--- src/rtl/s3g_pkg.sv ---
// Shared S3G definitions: framing constants, transmitter states and the
// Dallas/Maxim CRC8 byte update used by both the transmitter and s3g_rx.
package s3g_pkg;

  localparam logic [7:0] S3G_START_BYTE  = 8'hD5;
  localparam logic [7:0] S3G_CRC_POLY    = 8'h8C;
  localparam int         S3G_MAX_PAYLOAD = 32'sd32;

  typedef enum logic [3:0] {
    TX_IDLE       = 4'd0,
    TX_SEND_START = 4'd1,
    TX_WAIT_START = 4'd2,
    TX_SEND_LEN   = 4'd3,
    TX_WAIT_LEN   = 4'd4,
    TX_FETCH      = 4'd5,
    TX_SEND_PAY   = 4'd6,
    TX_WAIT_PAY   = 4'd7,
    TX_SEND_CRC   = 4'd8,
    TX_WAIT_CRC   = 4'd9
  } tx_state_e;

  // Reflected CRC8, LSB first: fold the byte in, then shift out eight bits.
  function automatic logic [7:0] crc8_update(input logic [7:0] crc, input logic [7:0] data);
    logic [7:0] c;
    c = crc ^ data;
    for (int unsigned i = 32'd0; i < 32'd8; i++) begin
      c = c[0] ? ({1'b0, c[7:1]} ^ S3G_CRC_POLY) : {1'b0, c[7:1]};
    end
    return c;
  endfunction

endpackage

--- src/rtl/s3g_crc8.sv ---
// Byte-wide CRC8 accumulator; clear has priority over update.
module s3g_crc8
  import s3g_pkg::*;
(
  input  logic       clk,
  input  logic       rst,
  input  logic       clear,
  input  logic       update,
  input  logic [7:0] data,
  output logic [7:0] crc
);

  // Accumulator register.
  always_ff @(posedge clk) begin
    if (rst) begin
      crc <= 8'h00;
    end else if (clear) begin
      crc <= 8'h00;
    end else if (update) begin
      crc <= crc8_update(crc, data);
    end else begin
      crc <= crc;
    end
  end

endmodule

--- src/rtl/s3g_packet_tx.sv ---
// S3G frame transmitter: start byte, length, payload from an addressed
// buffer, then CRC8, handed to the UART one byte per tx_wr/tx_done handshake.
module s3g_packet_tx
  import s3g_pkg::*;
#(
  parameter int MAX_PAYLOAD = S3G_MAX_PAYLOAD
) (
  input  logic       clk,
  input  logic       rst,
  input  logic       packet_wr,
  input  logic [7:0] payload_len,
  output logic       busy,
  output logic [7:0] buffer_addr,
  input  logic [7:0] buffer_data,
  output logic [7:0] tx_data,
  output logic       tx_wr,
  input  logic       tx_done,
  output logic       packet_sent,
  output logic       len_error
);

  localparam logic [8:0] MAX_LEN_C = 9'(MAX_PAYLOAD);

  tx_state_e  state_r;
  logic [7:0] len_r;
  logic [7:0] crc_s;
  logic       len_ok_s;
  logic       crc_clear_s;
  logic       crc_update_s;

  assign len_ok_s     = (payload_len != 8'd0) && ({1'b0, payload_len} <= MAX_LEN_C);
  assign crc_clear_s  = (state_r == TX_IDLE) && packet_wr && len_ok_s;
  // The RAM word for the current index is stable during FETCH.
  assign crc_update_s = (state_r == TX_FETCH);

  s3g_crc8 u_crc (
    .clk    (clk),
    .rst    (rst),
    .clear  (crc_clear_s),
    .update (crc_update_s),
    .data   (buffer_data),
    .crc    (crc_s)
  );

  // Frame sequencer with registered UART strobe, data and status outputs.
  always_ff @(posedge clk) begin
    if (rst) begin
      state_r     <= TX_IDLE;
      len_r       <= 8'd0;
      busy        <= 1'b0;
      buffer_addr <= 8'd0;
      tx_data     <= 8'h00;
      tx_wr       <= 1'b0;
      packet_sent <= 1'b0;
      len_error   <= 1'b0;
    end else begin
      tx_wr       <= 1'b0;
      packet_sent <= 1'b0;
      len_error   <= 1'b0;
      case (state_r)
        TX_IDLE: begin
          if (packet_wr && len_ok_s) begin
            len_r       <= payload_len;
            buffer_addr <= 8'd0;
            busy        <= 1'b1;
            tx_wr       <= 1'b1;
            tx_data     <= S3G_START_BYTE;
            state_r     <= TX_SEND_START;
          end else if (packet_wr) begin
            len_error <= 1'b1;
          end
        end
        TX_SEND_START: state_r <= TX_WAIT_START;
        TX_WAIT_START: begin
          if (tx_done) begin
            tx_wr   <= 1'b1;
            tx_data <= len_r;
            state_r <= TX_SEND_LEN;
          end
        end
        TX_SEND_LEN: state_r <= TX_WAIT_LEN;
        TX_WAIT_LEN: begin
          if (tx_done) begin
            state_r <= TX_FETCH;
          end
        end
        TX_FETCH: begin
          tx_wr       <= 1'b1;
          tx_data     <= buffer_data;
          buffer_addr <= buffer_addr + 8'd1;
          state_r     <= TX_SEND_PAY;
        end
        TX_SEND_PAY: state_r <= TX_WAIT_PAY;
        TX_WAIT_PAY: begin
          if (tx_done && (buffer_addr < len_r)) begin
            state_r <= TX_FETCH;
          end else if (tx_done) begin
            tx_wr   <= 1'b1;
            tx_data <= crc_s;
            state_r <= TX_SEND_CRC;
          end
        end
        TX_SEND_CRC: state_r <= TX_WAIT_CRC;
        TX_WAIT_CRC: begin
          if (tx_done) begin
            packet_sent <= 1'b1;
            busy        <= 1'b0;
            state_r     <= TX_IDLE;
          end
        end
        default: begin
          busy    <= 1'b0;
          state_r <= TX_IDLE;
        end
      endcase
    end
  end

endmodule

--- config.mk ---
export PLATFORM = sky130hd
export DESIGN_NAME = s3g_packet_tx
export DESIGN_NICKNAME = d
export VERILOG_FILES = /design/src/rtl/s3g_pkg.sv /design/src/rtl/s3g_crc8.sv /design/src/rtl/s3g_packet_tx.sv
export SDC_FILE = /design/constraint.sdc
export NUM_CORES = 1
export LEC_CHECK = 0
export CAP_MARGIN = 15
export CORE_ASPECT_RATIO = 0.9
export CORE_MARGIN = 3
export CORE_UTILIZATION = 50
export CTS_CLUSTER_SIZE = 12
export DETAILED_ROUTE_END_ITERATION = 10
export PLACE_DENSITY = 0.86
export SLEW_MARGIN = 10
export SYNTH_ARGS = -nofsm -noshare
export SYNTH_HDL_FRONTEND = slang
export SYNTH_SLANG_ARGS = --single-unit
--- constraint.sdc ---
create_clock -name clk -period 2.3 [get_ports clk]
set_input_delay 0.575 -clock clk [delete_from_list [all_inputs] [get_ports clk]]
set_output_delay 0.575 -clock clk [all_outputs]
set_load 0.01 [all_outputs]
==> results of run 1 <==
[synthesized netlist by cell type, types with 6 or more instances]
cell type,instances,area (µm²)
dfxtp_1,40,801
clkbuf_1,8,30.0
nand2_1,11,41.3
a211oi_1,14,105
xnor2_1,16,140
inv_1,9,33.8
ha_1,8,100
nor2_1,29,109
a21oi_1,16,80.1
nand2b_1,7,43.8
mux2i_1,10,100
a31oi_1,6,37.5
[through the flow]
step	worst slack (ps)	total power, µW	hold slack, ps	area (µm²)	instances
floorplan	139	1100	434	2230	252
global placement	-340	1350	458	2830	362
detailed placement	-410	1370	459	2830	362
CTS	13.9	1940	494	2950	370
global route	19.0	2020	519	2960	370
finish	87.0	1930	495	2960	370
[final cells by class]
type	instances	share of cell area (%)
well taps	60	2.53
clock inverters	2	1.18
multi-input cells	188	45.3
repair buffers	65	20.3
inverters	9	1.14
clock buffers	6	2.45
flip-flops and latches	40	27.0
[logic make-up after synthesis]
group	after synthesis	share of synthesized area, %
flops	40	35.9
compound gates	63	19.4
fa+ha+maj	8	4.49
xor+xnor	22	9.26
simple gates	85	21.7
mux	10	4.49
buf+inv	24	4.66
[power by group through the flow]
stage          logic, µW  clock network [µW]  registers (µW)
6_report             553                 563             816
5_1_grt              602                 594             828
4_1_cts              554                 568             817
3_5_place_dp         541                   0             832
3_3_place_gp         527                   0             826
2_1_floorplan        262                   0             840
[worst min path at each step]
stage             start        to  cells after the start
4_1_cts        len_r[6]  len_r[6]                      2
5_1_grt        len_r[6]  len_r[6]                      2
3_5_place_dp   len_r[7]  len_r[7]                      2
3_3_place_gp   len_r[7]  len_r[7]                      2
2_1_floorplan  len_r[6]  len_r[6]                      2
6_report       len_r[6]  len_r[6]                      2
[repair_timing]
item | CTS | global route
setup buffers | 0 | 0
resized for setup | 8 | 4
pin swaps | 5 | 4
setup endpoints to repair | 30 | 31
[sequential cells by signal, indices dropped and copies added (netlist names)]
register / count
buffer_addr: 8
tx_wr: 1
u_crc.crc: 8
len_error: 1
state_r: 4
packet_sent: 1
busy: 1
tx_data: 8
len_r: 8
[tightest hold or removal path: stages, from the launching register on]
cell	delay [ps]
dfxtp_1	330
inv_1	80
nor2_1	50
[per-layer routing]
| metal | wire length (µm) | track usage, % | up-vias |
|---|---|---|---|
| li1 | - | - | 1024 |
| met1 | 2590 | 28.3 | 964 |
| met2 | 2560 | 33.9 | 53 |
| met3 | 253 | 4.94 | 9 |
| met4 | 88 | 7.24 | 0 |
| met5 | 0 | 0 | - |
==> metrics.md, run 1 <==
| Metric | Value |
|---|---|
| Run status | finished, final reports clean |
| Setup Skew | 10.5 ps |
| Slew margin rel. | approximately 63% |
| Worst reg2reg path endpoint | tx_data[5] |
| Die Wd | approximately 76 µm |
| Cell Chain, Critical Path | dlygate4sd2_1 -> or4_4 -> or3_4 -> a21boi_4 -> buf_6 -> mux2i_2 -> nor2_1 |
| Sink Count | 40 |
| Slowest CP cell | or4_4 |
| Die Y | between 60 and 70 µm |
| Layout cells sized above 1 | 13.9% |
| Sequential share of the synthesized area | 35.9% |
| Register Area | 801 µm² |
| Core box area | 4180 µm² |
| Depth of the most critical reg-to-reg path | 7 |
| GRT overflow | 0 |
| Most common cell after layout, fill and taps aside | dfxtp_1 |
| WP data arrival | between 2000 and 2500 ps |
| Via count | 2,050 |
| Detail Placement HPWL | about 4000 µm |
| Mapped Cells | 252 |
| Most frequent cells in the layout | dfxtp_1, clkdlybuf4s50_1, nor2_1, buf_4 |
| Hold WC Path Type | reg2reg |
| Pre-antenna DRT Iters | 4 |
| DRT iter0 DRCs | between 100 and 150 |
| Root Driver | clkbuf_8 |
| Crit path required time | 2490 ps |
| Max Cap Viol | 0 |
| Vias per cell | 5.54 |
| FILL cells | approximately 340 |
| Max-slew violation count | 0 |
| Pint | 1400 µW |
| Die ar. | 5300 µm² |
| Bufs and invs on worst path | 2 |
| Gate power share | 28.6% |
| R2R Path Start | len_r[2] |
| CTS tree | built |
| Antenna-violating nets left | 0 |
| R2R setup slack | 210 ps |
| DRC | 0 |
| Sw Ratio | between 20% and 30% |
| Total wire length | approximately 5500 µm |
| Hold buffers post-CTS | 0 |
| P&R area growth vs syn | 33.0% |
| Yosys cell types | slightly above 50 |
| Initial Util | approximately 53% |
| Stages on worst setup path | 7 |
| Fin crit share | 96.2% |
| CP Launch Point | payload_len[4] |
| CP top delay family | simple AND/OR/NAND/NOR gates |
| Initial antenna violation count | 0 |
| Post-synth EDFFs | 0 |
| Worst Tran Pin Value | 557 ps |
| Worst Path Max Fanout | 8 |
| Mean Syn Cell Area | 8.84 µm² |
| Synth warnings | 0 |
| Nets | 337 |
| Vias in the first global route | 1,921 |
| Worst-path clk slew | 80 ps |
| Crit end category | flip-flop |
| Flop pwr share | 42.2% |
| Post-Route Setup TNS | 0 ps |
| Clock power share | 29.1% |
| GPL Wtd Cong | ~0.82 |
| Crit path kind | in2reg |
| Synth Register Bits | 40 |
| Final Core Density | approximately 71% |
| RSZ-0062 raised after global routing | no |
| Largest net degree at the start of global routing | 22 |
| Max VDD drop | 291 µV |
| Crit path largest cell delay | 550 ps |
| H-Tree Level Count | 2 |
| Max Freq | 452 MHz |
| # rows | 22 |
| Wire per inst | 14.8 µm |
| CP endpoint | len_r[4] |
| Port buffer count | 39 |
| Netlist Area Pre-Place | 2230 µm² |
| Sw power | 536 µW |
| Area taken by multi-input logic gates | approximately 1300 µm² |
| Gr usage total | 21.3% |
| Syn Nets | 280 |
| Startpoint Class | input port |
| Cts bufs inserted | 5 |
| First-pass GRT wire length | 9260 µm |
| Final setup viols | 0 |
| Ports | 40 |
| Static leakage | 0.00114 µW |
| Longest Clk Path Bufs | 2 |
| Diode count | 0 |
| Clock latency on the worst-skew pair | around 290 ps |
| Hold Vio Cnt, Final | 0 |
| Post-synth ARST share | 0% |
| Synth Flop Type | dfxtp_1 |
| Final min period | approximately 2200 ps |
| Power density cells | 652 nW/µm² |
Note: power is estimated with default switching activity, not from simulation.
==> run 2: changes to the inputs <==
CORE_UTILIZATION = 52   (was 50)
GPL_ROUTABILITY_DRIVEN = 0   (was not set)
PLACE_DENSITY = 0.88   (was 0.86)
==> run 2 against run 1 <==
Net effect: clock power shrank 15%; maximum frequency grew 4.0%; flip-flop and latch count is the same; largest cell class unchanged; worst hold slack lost 8.8 ps.
==> metrics.md, run 2 (same netlist as run 1, synthesis figures left out) <==
| Metric | Value |
|---|---|
| Fin crit share | 92.5% |
| CP top delay family | compound AO/OA/AOI/OAI gates |
| Worst-path clk slew | about 70 ps |
| Power density cells | around 630 nW/µm² |
| Vias in the first global route | between 2k and 2.5k |
| Layout cells sized above 1 | 13.4% |
| Cell Chain, Critical Path | inv_1 -> ha_1 -> a211oi_1 -> o21ai_0 -> a211o_1 -> and3_4 -> a211oi_1 |
| Non-filler cells, final | 353 |
| Die ar. | 5110 µm² |
| Largest net degree at the start of global routing | 22 |
| Die Y | 68.1 µm |
| Initial Util | 56.9% |
| Pre-antenna DRT Iters | 5 |
| Wire per inst | approximately 16 µm |
| Core box area | 3920 µm² |
| Setup Skew | 3.87 ps |
| WP data arrival | 2330 ps |
| Worst Path Max Fanout | 5 |
| H-Tree Level Count | 2 |
| Crit path required time | between 2000 and 3000 ps |
| Gr usage total | 24.2% |
| Hold buffers post-CTS | 0 |
| Die Wd | 75.0 µm |
| Cts bufs inserted | 5 |
| Initial antenna violation count | 0 |
| Port buffer count | 39 |
| Slew margin rel. | 57.8% |
| Bufs and invs on worst path | 1 |
| CTS tree | built |
| FILL cells | roughly 280 |
| Hold Vio Cnt, Final | 0 |
| Cell Area, Placed | 2790 µm² |
| DRT iter0 DRCs | 181 |
| Root Driver | clkbuf_8 |
| Final Cell Area | 2950 µm² |
| Detail Placement HPWL | 4190 µm |
| Worst Tran Pin Value | 627 ps |
| Most frequent cells in the layout | dfxtp_1, clkdlybuf4s50_1, nor2_1, buf_4, a21oi_1 |
| Nets | between 300 and 400 |
| Crit end category | flip-flop |
| Diode count | 0 |
| Run status | finished, final reports clean |
| Final min period | 2130 ps |
| Crit path largest cell delay | 420 ps |
| Hold WC Path Type | reg2reg |
| P&R area growth vs syn | 32.2% |
| Register Area | 801 µm² |
| Max Cap Viol | 0 |
| Ports | 40 |
| Startpoint Class | flip-flop |
| CP most frequent cell | a211oi_1 |
| Slowest CP cell | a211o_1 |
| Via count | 2,093 |
| # rows | 21 |
| Area taken by multi-input logic gates | around 1400 µm² |
| Clock latency on the worst-skew pair | a little under 300 ps |
| Crit path kind | reg2reg |
| Final setup viols | 0 |
| GRT overflow | 0 |
| Max-slew violation count | 0 |
| Most common cell after layout, fill and taps aside | dfxtp_1 |
| Max Freq | 470 MHz |
| RSZ-0062 raised after global routing | no |
| Total wire length | 5640 µm |
| Vias per cell | 5.93 |
| DRC | 0 |
| First-pass GRT wire length | 9490 µm |
| Longest Clk Path Bufs | 2 |
| Sink Count | 40 |
| Max VDD drop | 288 µV |
| Antenna-violating nets left | 0 |
| Static leakage | 0.00115 µW |
| Placed Cells | 345 |
[run 2: cell count changes in the layout (fill, tap and decap cells not counted), sizes merged]
cell,before,now
buf,26,23
dlymetal6s2s,3,7
clkbuf,6,8
clkinv,1,0
dlygate4sd2,5,1
bufinv,1,0
[run 2: through the flow]
step	setup WS (ps)	util (%)	power (µW)	setup TNS [ps]	hold WS, ps
floorplan	139	-	1100	0	434
global placement	-308	71.3	1350	-9110	458
detailed placement	-368	71.3	1360	-10850	462
CTS	-12.7	74.3	1850	-12.7	486
global route	26.0	75.2	1940	0	499
finish	172	75.2	1850	0	486
[run 2: report_power, final]
| group | switching, µW | internal [µW] |
|---|---|---|
| Combinational | 247 | 312 |
| Sequential | 54.1 | 764 |
| Clock | 231 | 245 |
[run 2: area by class of cell]
cell class,count,share of cell area (%)
Clock buffer,8,3.06
Inverter,9,1.15
Multi-Input combinational cell,188,46.3
Sequential cell,40,27.2
Tap cell,46,1.95
Timing Repair Buffer,62,20.3
[run 2: worst register-to-register path: cells and delay by family (launching register included)]
family,cells,cell delay [ps]
compound gates,4,1070
fa+ha+maj,1,280
simple gates,1,220
buf+inv,1,60
flops,1,400
[run 2: metal layers]
layer  GRT usage (%)  share of wire, %
met3            4.99               5.9
met1            32.8                45
met4            8.44               2.0
met2            38.3                47
met5               0                 0
[run 2: worst paths after layout]
path                            startpoint    endpoint  slack (ps)  cells past startpoint
worst max-delay path              len_r[2]  tx_data[5]         170                      7
worst min-delay path              len_r[7]    len_r[7]         490                      2
worst max register to register    len_r[2]  tx_data[5]         170                      7
worst min register to register    len_r[7]    len_r[7]         490                      2
[run 2: timing repair]
action	CTS	global route
buffers inserted	0	0
gates resized for setup	6	10
setup endpoints to repair	24	33
pin swaps	3	4
==> run 3: changes to the inputs <==
CORE_UTILIZATION = 45   (was 52)
MAX_ROUTING_LAYER = met4   (was not set)
PLACE_DENSITY = 0.79   (was 0.88)
==> run 3 against run 2 <==
Net effect: count of clock-buffer cells in the layout fell by 3; wire length decreased by 1.2%; global-route usage is 3.9 points lower; setup slack worse by 96 ps; utilization is 11 points lower; design area increased by 0.72%; critical path type is now in2reg; largest power group unchanged.
==> metrics.md, run 3 (same netlist as run 1, synthesis figures left out) <==
| Metric | Value |
|---|---|
| Core box area | 4600 µm² |
| Slew margin rel. | 64.0% |
| Crit path largest cell delay | between 500 and 600 ps |
| Gr usage total | 20.3% |
| CTS tree | built |
| Final Core Density | 64.4% |
| Max VDD drop | 403 µV |
| Worst-path clk slew | about 80 ps |
| RSZ-0062 raised after global routing | no |
| Slowest CP cell | or4_4 |
| # rows | 23 |
| DRT iter0 DRCs | about 130 |
| Run status | finished, final reports clean |
| Root Driver | clkbuf_8 |
| First-pass GRT wire length | 9050 µm |
| Initial antenna violation count | 0 |
| Sink Count | 40 |
| Cts bufs inserted | 5 |
| Setup Skew | roughly 7 ps |
| Sw power | 553 µW |
| Max Freq | 450 MHz |
| Wire per inst | roughly 15 µm |
| Worst Tran Pin Value | 533 ps |
| Fin crit share | about 97% |
| Longest Clk Path Bufs | 2 |
| Max-slew violation count | 0 |
| Total wire length | 5570 µm |
| Diode count | 0 |
| Final setup viols | 0 |
| Ports | 40 |
| Crit path kind | in2reg |
| Die Y | 72.8 µm |
| Static leakage | around 0.0011 µW |
| Hold_ws | 492 ps |
| PnR Total Power | 1940 µW |
| Crit path required time | 2470 ps |
| P&R area growth vs syn | 33.1% |
| Antenna-violating nets left | 0 |
| Initial Util | 48.4% |
| Hold WC Path Type | reg2reg |
| Final min period | 2220 ps |
| Die Wd | roughly 80 µm |
| Clock latency on the worst-skew pair | 290 ps |
| Most common cell after layout, fill and taps aside | dfxtp_1 |
| Max Cap Viol | 0 |
| Hold Vio Cnt, Final | 0 |
| H-Tree Level Count | 2 |
| DRC | 0 |
| Vias in the first global route | approximately 1.9k |
| Power density cells | 655 nW/µm² |
| Most frequent cells in the layout | dfxtp_1, clkdlybuf4s50_1, nor2_1, buf_4 |
| Via count | 2,065 |
| Vias per cell | about 5.6 |
| Hold buffers post-CTS | 0 |
| Crit end category | flip-flop |
| Worst Path Max Fanout | 10 |
| Clock power share | between 30% and 40% |
| Port buffer count | 39 |
| Sw Ratio | 28.5% |
| Startpoint Class | input port |
| Die ar. | approximately 5800 µm² |
| Pint | between 1000 and 1500 µW |
| Pre-antenna DRT Iters | 5 |
| Detail Placement HPWL | 4190 µm |
| Largest net degree at the start of global routing | 26 |
| GRT overflow | 0 |
| WP data arrival | 2390 ps |
| Nets | 335 |
| Cell Chain, Critical Path | dlygate4sd2_1 -> or4_4 -> or3_4 -> a21boi_4 -> or2_1 -> buf_12 -> a211oi_1 |
| Flop pwr share | 41.6% |
| Gate power share | roughly 28% |
| Layout cells sized above 1 | between 10% and 20% |
## run 3: path summary, 6_finish.rpt
check,startpoint,endpoint,slack (ps),cells past startpoint
worst max-delay path,payload_len[3],u_crc.crc[5],80,7
worst min-delay path,len_r[7],len_r[7],490,2
worst max register to register,len_r[2],tx_data[5],150,7
worst min register to register,len_r[7],len_r[7],490,2
## run 3: worst max-delay path, delay by kind of cell
family | cells | cell delay [ps]
AO/OA/AOI/OAI | 2 | 260
buffers and inverters | 2 | 390
AND/OR/NAND/NOR | 3 | 1160
## run 3: stage by stage
stage / cell area [µm²] / instances / worst slack (ps) / TNS, ps
2_1_floorplan: 2230 / 252 / 139 / 0
3_3_place_gp: 2820 / 362 / -325 / -9390
3_5_place_dp: 2820 / 362 / -399 / -11340
4_1_cts: 2950 / 370 / 14.6 / 0
5_1_grt: 2970 / 370 / 26.0 / 0
6_report: 2970 / 370 / 76.1 / 0
## run 3: power groups by stage
| stage | sequential, µW | combinational, µW | clock [µW] |
|---|---|---|---|
| 6_report | 807 | 551 | 584 |
| 5_1_grt | 817 | 596 | 612 |
| 4_1_cts | 809 | 547 | 590 |
| 3_5_place_dp | 826 | 541 | 0 |
| 3_3_place_gp | 823 | 529 | 0 |
| 2_1_floorplan | 840 | 262 | 0 |
## run 3: what timing repair did
| item | in CTS | in global routing |
|---|---|---|
| cloned | 0 | 0 |
| pin swaps | 4 | 4 |
| endpoints found under the setup margin | 29 | 30 |
| buffers inserted | 0 | 0 |
| gates resized for setup | 8 | 5 |
## run 3: cell type report
type | count | area [µm²]
sequential | 40 | 801
clock inverter | 3 | 42.5
timing repair buffer | 63 | 596
tap | 62 | 77.6
clock buffer | 5 | 68.8
fill | 389 | 1640
inverter | 9 | 33.8
multi-input combinational | 188 | 1350
## run 3: metal layers
metal,vias to the layer above,share of wire (%),track usage (%),wire length (µm)
li1,1020,-,-,-
met1,983,48,27.3,2670
met2,55,47,31.3,2600
met3,7,4.5,4.20,249
met4,0,1.0,5.07,57
met5,-,0,-,0
